==> src/rtl/axi_lite_pkg.sv <==
// Shared AXI-Lite definitions: response codes and the FSM state encodings
// that lite slaves in this codebase have in common.
package axi_lite_pkg;

  localparam logic [1:0] RESP_OKAY   = 2'b00;
  localparam logic [1:0] RESP_EXOKAY = 2'b01;
  localparam logic [1:0] RESP_SLVERR = 2'b10;
  localparam logic [1:0] RESP_DECERR = 2'b11;

  typedef enum logic {
    W_COLLECT = 1'b0,
    W_RESP    = 1'b1
  } wr_state_t;

  typedef enum logic {
    R_IDLE = 1'b0,
    R_DATA = 1'b1
  } rd_state_t;

endpackage

==> src/rtl/axi_lite_inf.sv <==
// AXI-Lite bundle carrying the aw/w/b/ar/r channels, with master and slave
// views.
interface axi_lite_inf #(
  parameter int ASIZE = 32,
  parameter int DSIZE = 32
);

  logic [ASIZE-1:0]   awaddr;
  logic               awvalid;
  logic               awready;
  logic [DSIZE-1:0]   wdata;
  logic [DSIZE/8-1:0] wstrb;
  logic               wvalid;
  logic               wready;
  logic [1:0]         bresp;
  logic               bvalid;
  logic               bready;
  logic [ASIZE-1:0]   araddr;
  logic               arvalid;
  logic               arready;
  logic [DSIZE-1:0]   rdata;
  logic [1:0]         rresp;
  logic               rvalid;
  logic               rready;

  modport slave (
    input  awaddr, awvalid, wdata, wstrb, wvalid, bready, araddr, arvalid, rready,
    output awready, wready, bresp, bvalid, arready, rdata, rresp, rvalid
  );

  modport master (
    output awaddr, awvalid, wdata, wstrb, wvalid, bready, araddr, arvalid, rready,
    input  awready, wready, bresp, bvalid, arready, rdata, rresp, rvalid
  );

endinterface

==> src/rtl/axi_lite_sat_counter.sv <==
// Event counter that sticks at all-ones instead of wrapping.
module axi_lite_sat_counter #(
  parameter int CNT_W = 16
) (
  input  logic             clock,
  input  logic             rst,
  input  logic             en,
  output logic [CNT_W-1:0] count
);

  always_ff @(posedge clock or posedge rst) begin
    if (rst) begin
      count <= '0;
    end else if (en && (count != {CNT_W{1'b1}})) begin
      count <= count + 1'b1;
    end
  end

endmodule

==> src/rtl/axi_lite_slave_default_resp.sv <==
// Default AXI-Lite slave: absorbs every transaction with a fixed response and
// fixed read data, and records counts plus the last accepted address.
module axi_lite_slave_default_resp
  import axi_lite_pkg::*;
#(
  parameter logic [1:0]  RESP          = RESP_DECERR,
  parameter logic [31:0] RDATA_PATTERN = 32'hDEAD_BEEF,
  parameter int          CNT_W         = 16,
  parameter int          ASIZE         = 32,
  parameter int          DSIZE         = 32
) (
  input  logic             clock,
  input  logic             rst,
  axi_lite_inf.slave       lite,
  output logic [CNT_W-1:0] wr_count,
  output logic [CNT_W-1:0] rd_count,
  output logic [ASIZE-1:0] last_addr,
  output logic             last_is_wr
);

  // Pattern widened with zeros first so narrow and wide buses both just slice.
  localparam logic [DSIZE+31:0] RDATA_EXT = {{DSIZE{1'b0}}, RDATA_PATTERN};
  localparam logic [DSIZE-1:0]  RDATA_FIT = RDATA_EXT[DSIZE-1:0];

  wr_state_t wr_state;
  rd_state_t rd_state;
  logic      aw_got, w_got;
  logic      awready_r, wready_r, bvalid_r;
  logic      arready_r, rvalid_r;
  logic      aw_hs, w_hs, ar_hs, b_hs, r_hs;
  logic      aw_done, w_done;
  logic      unused_wr_payload;

  assign aw_hs   = lite.awvalid & awready_r;
  assign w_hs    = lite.wvalid & wready_r;
  assign ar_hs   = lite.arvalid & arready_r;
  assign b_hs    = bvalid_r & lite.bready;
  assign r_hs    = rvalid_r & lite.rready;
  assign aw_done = aw_got | aw_hs;
  assign w_done  = w_got | w_hs;

  assign lite.awready = awready_r;
  assign lite.wready  = wready_r;
  assign lite.bvalid  = bvalid_r;
  assign lite.bresp   = RESP;
  assign lite.arready = arready_r;
  assign lite.rvalid  = rvalid_r;
  assign lite.rresp   = RESP;
  assign lite.rdata   = RDATA_FIT;

  assign unused_wr_payload = ^{lite.wdata, lite.wstrb};

  // Write path: collect AW and W in any order, then one B beat.
  always_ff @(posedge clock or posedge rst) begin
    if (rst) begin
      wr_state  <= W_COLLECT;
      aw_got    <= 1'b0;
      w_got     <= 1'b0;
      awready_r <= 1'b1;
      wready_r  <= 1'b1;
      bvalid_r  <= 1'b0;
    end else begin
      case (wr_state)
        W_COLLECT: begin
          if (aw_hs) aw_got <= 1'b1;
          if (w_hs)  w_got  <= 1'b1;
          if (aw_done && w_done) begin
            wr_state  <= W_RESP;
            bvalid_r  <= 1'b1;
            awready_r <= 1'b0;
            wready_r  <= 1'b0;
          end else begin
            awready_r <= ~aw_done;
            wready_r  <= ~w_done;
          end
        end
        W_RESP: begin
          if (b_hs) begin
            wr_state  <= W_COLLECT;
            bvalid_r  <= 1'b0;
            aw_got    <= 1'b0;
            w_got     <= 1'b0;
            awready_r <= 1'b1;
            wready_r  <= 1'b1;
          end
        end
        default: wr_state <= W_COLLECT;
      endcase
    end
  end

  // Read path: one AR accepted, then R held until taken.
  always_ff @(posedge clock or posedge rst) begin
    if (rst) begin
      rd_state  <= R_IDLE;
      arready_r <= 1'b1;
      rvalid_r  <= 1'b0;
    end else begin
      case (rd_state)
        R_IDLE: begin
          if (ar_hs) begin
            rd_state  <= R_DATA;
            arready_r <= 1'b0;
            rvalid_r  <= 1'b1;
          end
        end
        R_DATA: begin
          if (r_hs) begin
            rd_state  <= R_IDLE;
            arready_r <= 1'b1;
            rvalid_r  <= 1'b0;
          end
        end
        default: rd_state <= R_IDLE;
      endcase
    end
  end

  // AW wins over AR for the status capture when both are accepted together.
  always_ff @(posedge clock or posedge rst) begin
    if (rst) begin
      last_addr  <= '0;
      last_is_wr <= 1'b0;
    end else if (aw_hs) begin
      last_addr  <= lite.awaddr;
      last_is_wr <= 1'b1;
    end else if (ar_hs) begin
      last_addr  <= lite.araddr;
      last_is_wr <= 1'b0;
    end
  end

  axi_lite_sat_counter #(.CNT_W(CNT_W)) u_wr_cnt (
    .clock (clock),
    .rst   (rst),
    .en    (b_hs),
    .count (wr_count)
  );

  axi_lite_sat_counter #(.CNT_W(CNT_W)) u_rd_cnt (
    .clock (clock),
    .rst   (rst),
    .en    (r_hs),
    .count (rd_count)
  );

endmodule

==> src/flat_wrapper.sv <==
// flat-port wrapper written by rule: the top's interface ports become plain ports
module axi_lite_slave_default_resp_flat import axi_lite_pkg::*;
#(
  parameter logic [1:0]  RESP          = RESP_DECERR,
  parameter logic [31:0] RDATA_PATTERN = 32'hDEAD_BEEF,
  parameter int          CNT_W         = 16,
  parameter int          ASIZE         = 32,
  parameter int          DSIZE         = 32
)
  (clock, rst, wr_count, rd_count, last_addr, last_is_wr, lite_awaddr, lite_awvalid, lite_wdata, lite_wstrb, lite_wvalid, lite_bready, lite_araddr, lite_arvalid, lite_rready, lite_awready, lite_wready, lite_bresp, lite_bvalid, lite_arready, lite_rdata, lite_rresp, lite_rvalid);
  axi_lite_inf #(.ASIZE(ASIZE), .DSIZE(DSIZE)) lite_i ();
  input  logic clock;
  input  logic rst;
  output logic [CNT_W-1:0] wr_count;
  output logic [CNT_W-1:0] rd_count;
  output logic [ASIZE-1:0] last_addr;
  output logic last_is_wr;
  input wire logic [$bits(lite_i.awaddr)-1:0] lite_awaddr;
  input wire logic [$bits(lite_i.awvalid)-1:0] lite_awvalid;
  input wire logic [$bits(lite_i.wdata)-1:0] lite_wdata;
  input wire logic [$bits(lite_i.wstrb)-1:0] lite_wstrb;
  input wire logic [$bits(lite_i.wvalid)-1:0] lite_wvalid;
  input wire logic [$bits(lite_i.bready)-1:0] lite_bready;
  input wire logic [$bits(lite_i.araddr)-1:0] lite_araddr;
  input wire logic [$bits(lite_i.arvalid)-1:0] lite_arvalid;
  input wire logic [$bits(lite_i.rready)-1:0] lite_rready;
  output wire logic [$bits(lite_i.awready)-1:0] lite_awready;
  output wire logic [$bits(lite_i.wready)-1:0] lite_wready;
  output wire logic [$bits(lite_i.bresp)-1:0] lite_bresp;
  output wire logic [$bits(lite_i.bvalid)-1:0] lite_bvalid;
  output wire logic [$bits(lite_i.arready)-1:0] lite_arready;
  output wire logic [$bits(lite_i.rdata)-1:0] lite_rdata;
  output wire logic [$bits(lite_i.rresp)-1:0] lite_rresp;
  output wire logic [$bits(lite_i.rvalid)-1:0] lite_rvalid;
  assign lite_i.awaddr = lite_awaddr;
  assign lite_i.awvalid = lite_awvalid;
  assign lite_i.wdata = lite_wdata;
  assign lite_i.wstrb = lite_wstrb;
  assign lite_i.wvalid = lite_wvalid;
  assign lite_i.bready = lite_bready;
  assign lite_i.araddr = lite_araddr;
  assign lite_i.arvalid = lite_arvalid;
  assign lite_i.rready = lite_rready;
  assign lite_awready = lite_i.awready;
  assign lite_wready = lite_i.wready;
  assign lite_bresp = lite_i.bresp;
  assign lite_bvalid = lite_i.bvalid;
  assign lite_arready = lite_i.arready;
  assign lite_rdata = lite_i.rdata;
  assign lite_rresp = lite_i.rresp;
  assign lite_rvalid = lite_i.rvalid;
  axi_lite_slave_default_resp #(.RESP(RESP), .RDATA_PATTERN(RDATA_PATTERN), .CNT_W(CNT_W), .ASIZE(ASIZE), .DSIZE(DSIZE)) u_core (.clock(clock), .rst(rst), .lite(lite_i), .wr_count(wr_count), .rd_count(rd_count), .last_addr(last_addr), .last_is_wr(last_is_wr));
endmodule
==> config.mk <==
export PLATFORM = sky130hd
export DESIGN_NAME = axi_lite_slave_default_resp_flat
export DESIGN_NICKNAME = d
export VERILOG_FILES = /design/src/rtl/axi_lite_pkg.sv /design/src/rtl/axi_lite_inf.sv /design/src/rtl/axi_lite_sat_counter.sv /design/src/rtl/axi_lite_slave_default_resp.sv /design/src/flat_wrapper.sv
export SDC_FILE = /design/constraint.sdc
export NUM_CORES = 1
export LEC_CHECK = 0
export BUFFER_PORTS_ARGS = -buffer_cell sky130_fd_sc_hd__buf_2
export CORE_MARGIN = 4
export CORE_UTILIZATION = 45
export CTS_BUF_LIST = sky130_fd_sc_hd__clkbuf_4
export DETAILED_ROUTE_END_ITERATION = 8
export PLACE_DENSITY_LB_ADDON = 0.1
export SKIP_LAST_GASP = 1
export SLEW_MARGIN = 20
export SYNTH_ARGS = -nofsm -noshare
export SYNTH_HDL_FRONTEND = slang
export SYNTH_SLANG_ARGS = --single-unit
==> constraint.sdc <==
create_clock -name clock -period 3.9 [get_ports clock]
set_input_delay 0.39 -clock clock [delete_from_list [all_inputs] [get_ports clock]]
set_output_delay 0.39 -clock clock [all_outputs]
set_load 0.05 [all_outputs]
==> results.cfg, run 1 <==
[clocking]
clk_slew_on_worst_s_h_paths_ns = 0.12
clk_path_buf_depth = 2
number_of_buffers_added_by_the_clock_tree_synthesis_step = 9
clockRootBuffer = sky130_fd_sc_hd__clkbuf_4
postcts_setup_bufs = 0
tritoncts_clock_tree = done
ctsHtreeMaxLevel = 3
worst_skew_pair.late_latency_ns = 0.39
clkSinkCount = 74

[yosys]
post_synthesis_compound_gate_area_fraction_pct = 7.48
synth_top_family_by_area = simple AND/OR/NAND/NOR gates
synth.area.mux_share_pct = 9.80
post_synth_edffs = 0
ys_seq_elements = 74
synth_xor_xnor_area_share_pct = 6.34
synth_cell_type_count = 39
post_synth.cell_area_avg_um2 = 10.5
synthAdderAreaFrac_pct = 0.671
async_flop_share_pct = 100
synth_top_flop_cell = sky130_fd_sc_hd__dfrtp_1
synthesis.yosys.warnings = 0
yosys.area_share.simple_pct = 16.5
seq_area_frac_synth_pct = 49.8
synth_cells = 354
synth_area_um2 = 3730

[run]
max-cap-violations = 0

[power_and_ir_drop]
static-leakage-power_nw = 2.50
peakVddDrop_mv = 0.472
p_comb_share_pct = 47.6
p_switching_mw = 1.56
internal-power_mw = 1.55
power_dens_cells_nw_per_um2 = 689
clkPwrFrac_pct = 14.7
power.share.sequential_pct = 37.6
sw_frac_of_total_pct = 50.2

[drt]
detail_route.wl_per_cell_um = 13.7
ant_nets = 0
firstDrtPassIters = 4
viasPerCell = 4.85
routed_wl_mm = 8.21
vias = 2906
drc_errors = 0
drt_iter0_drc = 60

[timing]
timing.setup.tns_ns = 0
holdWs_ns = 0.194
min_period_ns = 2.23
relSlewSlack_pct = 31.9
worst-slew-pin-transition_ns = 1.02
worst_clock_skew_ns = 0.0143
final_hold_viol_count = 0
maxSlewViolCount = 0
period_share_pct = 57.2
timing.fmax_mhz = 449
grt_setup_unrepaired = false
report.final.setup_viol = 0

[critical_path]
worst-r2r-setup-slack_ns = 1.67
rr_endpoint = u_core.u_rd_cnt.count[6]
critical_path.reg2reg.startpoint = u_core.u_rd_cnt.count[0]
startpoint_type = register
critPathMaxStageDelay_ns = 0.80
rr_worst_depth = 5
worstPathRequired_ns = 4.22
timing.critical_path.max_delay_family = compound AO/OA/AOI/OAI gates
timing.critical_path.arrival_ns = 2.55
criticalPathCategory = register to register
crit_path_start = u_core.u_rd_cnt.count[0]
cp_max_fo = 11
worstSetupEndpoint = u_core.u_rd_cnt.count[6]
crit_chain = ha_1, and3_1, a41oi_1, and4_1, xor2_1
critical_path.n_buffers_inverters = 0
critical_path.endpoint_type = register
timing.critical_path.slowest_stage_cell = sky130_fd_sc_hd__a41oi_1
total_number_of_cells_along_the_worst_setup_path = 5

[grt]
grt_util_met3_pct = 3.61
grt_remaining_overflow = 0
grt_start_max_net_pins = 67
grt_antenna_before_repair = 0
grt_pass1_wl_mm = 13.4
grtUsageMet1_pct = 21.3
top_usage_layer = met2
groute.usage.overall_pct = 16.7
grtUsageMet2_pct = 27.6
vias_in_the_first_global_route = 2788

[die]
fp.dieArea_um2 = 9810
core-area_um2 = 7890
die_y_um = 99.0
floorplan.initialDensity_pct = 47.3
num_rows = 32
die_width_um = 99.0
num_io_pins = 213

[final_layout]
final_cell_mix = sky130_fd_sc_hd__buf_2 (140), sky130_fd_sc_hd__dfrtp_1 (71), sky130_fd_sc_hd__nand2_1 (48)
syn_to_final_growth_pct = 20.9
drive_gt1_share_pct = 34.4
number_of_antenna_diodes = 0
postLayoutCoreUtil_pct = 57.1
most_common_cell_after_layout_fill_and_taps_aside = sky130_fd_sc_hd__buf_2
num-nets-final = 601

[status]
run_status = finished clean

[placement]
finalWeightedCongestion = 0.815
dp.final_hpwl_mm = 6.12
portBuffers = 140

[min_path]
worst_hold_path_cell_count = 3
min_path_type = input pin to register
## worst min-delay path by stage
stage / from / to / slack [ns]
global route: lite_awaddr[19] / u_core.last_addr[19] / 0.17
floorplan: u_core.aw_got / u_core.lite.awready / 0.42
finish: lite_awaddr[15] / u_core.last_addr[15] / 0.19
CTS: lite_awaddr[15] / u_core.last_addr[15] / 0.17
detailed placement: rst / u_core.u_rd_cnt.count[6] / 0.39
global placement: rst / u_core.u_rd_cnt.count[3] / 0.39
## kinds of logic (layout without fill, tap and decap cells)
group,count (synthesis),count (layout)
compound gates,51,51
xor+xnor,27,27
simple gates,110,110
fa+ha+maj,2,2
other cells,2,36
buf+inv,52,161
mux,36,36
flops,74,74
## sequential cells by signal, summed over array words and instances (netlist names)
register               cells
u_core.aw_got              1
u_core.last_addr          32
u_core.last_is_wr          1
u_core.lite.arready        1
u_core.lite.awready        1
u_core.lite.bvalid         1
u_core.lite.rvalid         1
u_core.lite.wready         1
u_core.rd_state            1
u_core.u_rd_cnt.count     16
u_core.u_wr_cnt.count     16
u_core.w_got               1
u_core.wr_state            1
## layout make-up
type                    instances  area, um2
fillers                       748       3380
flip-flops and latches         74       1860
multi-input cells             262       1660
repair buffers                142        718
well taps                     102        128
clock buffers                  12       90.1
clock inverters                 4       42.5
inverters                       3       11.3
## power by group through the flow
stage	registers (mW)	logic, mW	clock network (mW)
floorplan	1.92	0.418	0
global placement	1.18	1.47	0
detailed placement	1.18	1.50	0
CTS	1.17	1.50	0.479
global route	1.21	1.57	0.521
finish	1.17	1.48	0.457
## metrics by stage
step           cell area [um2]  power, mW  setup slack [ns]  instances
6_report                  4510       3.10              1.67        599
5_1_grt                   4510       3.30              1.42        599
4_1_cts                   4510       3.14              1.67        599
3_5_place_dp              4360       2.68              1.69        582
3_3_place_gp              4360       2.65              1.71        582
2_1_floorplan             3860       2.34              1.63        388
## layer usage
| layer | up-vias | part of all wire (%) |
|---|---|---|
| li1 | 1447 | - |
| met1 | 1338 | 41 |
| met2 | 106 | 50 |
| met3 | 15 | 7.5 |
| met4 | 0 | 2.0 |
| met5 | - | 0 |
## tightest hold or removal path, stage by stage
cell and delay, ns:
sky130_fd_sc_hd__buf_2 0.07, sky130_fd_sc_hd__nand2_1 0.03, sky130_fd_sc_hd__o21ai_0 0.06
## synth_stat cells, types with 2 or more instances
| cell type | instances | share of area [%] |
|---|---|---|
| sky130_fd_sc_hd__nor4b_2 | 2 | 0.81 |
| sky130_fd_sc_hd__ha_1 | 2 | 0.67 |
| sky130_fd_sc_hd__buf_4 | 36 | 7.2 |
| sky130_fd_sc_hd__and3_1 | 4 | 0.67 |
| sky130_fd_sc_hd__xnor2_1 | 12 | 2.8 |
| sky130_fd_sc_hd__and4_1 | 7 | 1.6 |
| sky130_fd_sc_hd__nor2_1 | 8 | 0.81 |
| sky130_fd_sc_hd__a21oi_1 | 8 | 1.1 |
| sky130_fd_sc_hd__buf_2 | 4 | 0.54 |
| sky130_fd_sc_hd__dfrtp_1 | 71 | 48 |
| sky130_fd_sc_hd__dfstp_2 | 3 | 2.1 |
| sky130_fd_sc_hd__o21ai_0 | 37 | 5.0 |
| sky130_fd_sc_hd__nor4_1 | 3 | 0.50 |
| sky130_fd_sc_hd__nand3_1 | 6 | 0.81 |
| sky130_fd_sc_hd__nor3_1 | 7 | 0.94 |
| sky130_fd_sc_hd__and3_4 | 2 | 0.60 |
| sky130_fd_sc_hd__nand4_1 | 14 | 2.3 |
| sky130_fd_sc_hd__and2_1 | 2 | 0.34 |
| sky130_fd_sc_hd__clkbuf_1 | 8 | 0.81 |
| sky130_fd_sc_hd__mux2_1 | 2 | 0.60 |
| sky130_fd_sc_hd__inv_1 | 3 | 0.30 |
| sky130_fd_sc_hd__mux2i_1 | 32 | 8.6 |
| sky130_fd_sc_hd__xor2_1 | 15 | 3.5 |
| sky130_fd_sc_hd__conb_1 | 2 | 0.20 |
| sky130_fd_sc_hd__mux2_2 | 2 | 0.60 |
| sky130_fd_sc_hd__nand2_1 | 49 | 4.9 |
## what timing repair did
| action | in CTS | in global routing |
|---|---|---|
| endpoints found under the setup margin | 0 | 0 |
| gates resized for setup | 0 | 0 |
| hold endpoints to repair | 18 | 0 |
| hold buffers | 1 | 0 |
(Power assumes the default switching activity.)
==> inputs of run 2 (changes only) <==
clock period = 2.14 ns   (was 3.9 ns; I/O delays follow)
==> run 2 against run 1 <==
Total power rose by 79%. Final cell count increased by 4.0%. Hold slack worse by 0.16 ns. Sequential share of layout area fell by 2.1 points. Sequential power is 83% higher. Clock skew is 0.0026 ns higher. Critical endpoint is now u_core.u_wr_cnt.count[1]. Highest routed layer unchanged.
==> results.cfg, run 2 (synthesis results as in run 1) <==
[clocking]
clkSinkCount = 74
ctsHtreeMaxLevel = 3
clk_path_buf_depth = 2
clk_slew_on_worst_s_h_paths_ns = 0.10
postcts_setup_bufs = 0
worst_skew_pair.late_latency_ns = 0.39
clockRootBuffer = sky130_fd_sc_hd__clkbuf_4
number_of_buffers_added_by_the_clock_tree_synthesis_step = 9
tritoncts_clock_tree = done

[drt]
ant_nets = 0
firstDrtPassIters = 4
detail_route.wl_per_cell_um = 13.9
drc_errors = 0
drt_iter0_drc = 70
routed_wl_mm = 8.66
viasPerCell = 4.86
vias = 3028

[power_and_ir_drop]
power.share.sequential_pct = 38.4
total_power_mw = 5.57
p_comb_share_pct = 49.4
peakVddDrop_mv = 0.710
p_switching_mw = 2.86
internal-power_mw = 2.71
clkPwrFrac_pct = 12.2
sw_frac_of_total_pct = 51.3
static-leakage-power_nw = 2.61
power_dens_cells_nw_per_um2 = 1170

[final_layout]
num-nets-final = 626
final_cell_mix = sky130_fd_sc_hd__buf_2 (140), sky130_fd_sc_hd__dfrtp_1 (71), sky130_fd_sc_hd__nand2_1 (48)
largest-register = u_core.last_addr
biggestRegsByFlops = u_core.last_addr: 32 flops, u_core.u_rd_cnt.count: 16 flops, u_core.u_wr_cnt.count: 16 flops
syn_to_final_growth_pct = 27.4
nFillCells = 721
number_of_antenna_diodes = 0
most_common_cell_after_layout_fill_and_taps_aside = sky130_fd_sc_hd__buf_2
max_reg_flops = 32
drive_gt1_share_pct = 33.2

[grt]
grt_remaining_overflow = 0
vias_in_the_first_global_route = 3017
top_usage_layer = met2
groute.usage.overall_pct = 17.6
grt_start_max_net_pins = 75
grt_antenna_before_repair = 0
grt_pass1_wl_mm = 14.2
grtUsageMet1_pct = 21.6
grtUsageMet2_pct = 29.8
grt_util_met3_pct = 3.82

[timing]
period_share_pct = 85.0
report.final.setup_viol = 0
timing.setup.tns_ns = 0
timing.fmax_mhz = 550
maxSlewViolCount = 0
final_hold_viol_count = 0
grt_setup_unrepaired = false
worst_clock_skew_ns = 0.0170
min_period_ns = 1.82

[min_path]
timing.hold.worst_endpoint = u_core.last_addr[20]
min_path_type = input pin to register
worst_hold_path_cell_count = 3
hp-start = lite_awaddr[20]

[status]
run_status = finished clean

[critical_path]
worst-r2r-setup-slack_ns = 0.32
critical_path.reg2reg.startpoint = u_core.u_wr_cnt.count[0]
criticalPathCategory = register to register
critical_path.endpoint_type = register
rr_worst_depth = 4
timing.critical_path.arrival_ns = 2.09
cp_max_fo = 6
startpoint_type = register
worstPathRequired_ns = 2.41
rr_endpoint = u_core.u_wr_cnt.count[1]

[die]
num_io_pins = 213
die_y_um = 99.0
fp.dieArea_um2 = 9810
num_rows = 32
floorplan.initialDensity_pct = 47.3
core-area_um2 = 7890
die_width_um = 99.0

[placement]
finalWeightedCongestion = 0.821
dp.final_hpwl_mm = 6.18
portBuffers = 140

[run]
max-cap-violations = 0
## run 2: critical path: stages, from the launching register on
cell,delay [ns]
sky130_fd_sc_hd__dfrtp_1,0.48
sky130_fd_sc_hd__ha_1,0.28
sky130_fd_sc_hd__and4_1,0.25
sky130_fd_sc_hd__a41oi_2,0.34
sky130_fd_sc_hd__mux2_1,0.35
## run 2: through the flow
step	hold slack [ns]	worst slack [ns]	cells	instance area [um2]	util, %
final	0.0289	0.322	623	4750	60.2
after global routing	0.00854	0.229	623	4750	60.2
after CTS	0.000372	0.319	623	4750	60.2
after detailed placement	0.337	0.352	585	4420	56.1
after global placement	0.336	0.379	585	4420	56.1
after floorplan	0.323	0.0493	388	3860	-
## run 2: what timing repair did
action / in CTS / in global routing
resized for setup: 0 / 0
hold endpoints to repair: 93 / 0
hold buffers: 23 / 0
## run 2: how the worst max path moves through the flow
stage                                  start  cells past startpoint                   endpoint  slack, ns
floorplan                                rst                      1              u_core.aw_got       0.05
CTS                 u_core.u_wr_cnt.count[0]                      4   u_core.u_wr_cnt.count[1]       0.32
global route        u_core.u_wr_cnt.count[0]                      5  u_core.u_wr_cnt.count[12]       0.23
global placement    u_core.u_wr_cnt.count[0]                      4   u_core.u_wr_cnt.count[1]       0.38
detailed placement  u_core.u_wr_cnt.count[0]                      4   u_core.u_wr_cnt.count[1]       0.35
finish              u_core.u_wr_cnt.count[0]                      4   u_core.u_wr_cnt.count[1]       0.32
## run 2: power groups by stage
stage          Clock (mW)  Sequential, mW  Combinational (mW)
4_1_cts             0.727            2.14                2.78
5_1_grt             0.772            2.20                2.93
2_1_floorplan           0            3.50               0.762
3_3_place_gp            0            2.14                2.72
3_5_place_dp            0            2.16                2.75
6_report            0.679            2.14                2.75
## run 2: routing by layer
metal / share of wire [%] / routed length [um] / vias up
li1: - / - / 1492
met1: 42 / 3650 / 1415
met2: 49 / 4250 / 104
met3: 6.5 / 563 / 17
met4: 2.2 / 189 / 0
met5: 0 / 0 / -
## run 2: layout make-up
cell class                      count  area [um2]  share of cell area, %
Clock buffer                       10        75.1                   1.58
Tap cell                          102         128                   2.69
Multi-Input combinational cell    262        1660                   35.0
Clock inverter                      5        22.5                  0.474
Timing Repair Buffer              167         998                   21.0
Sequential cell                    74        1860                   39.0
Inverter                            3        11.3                  0.237
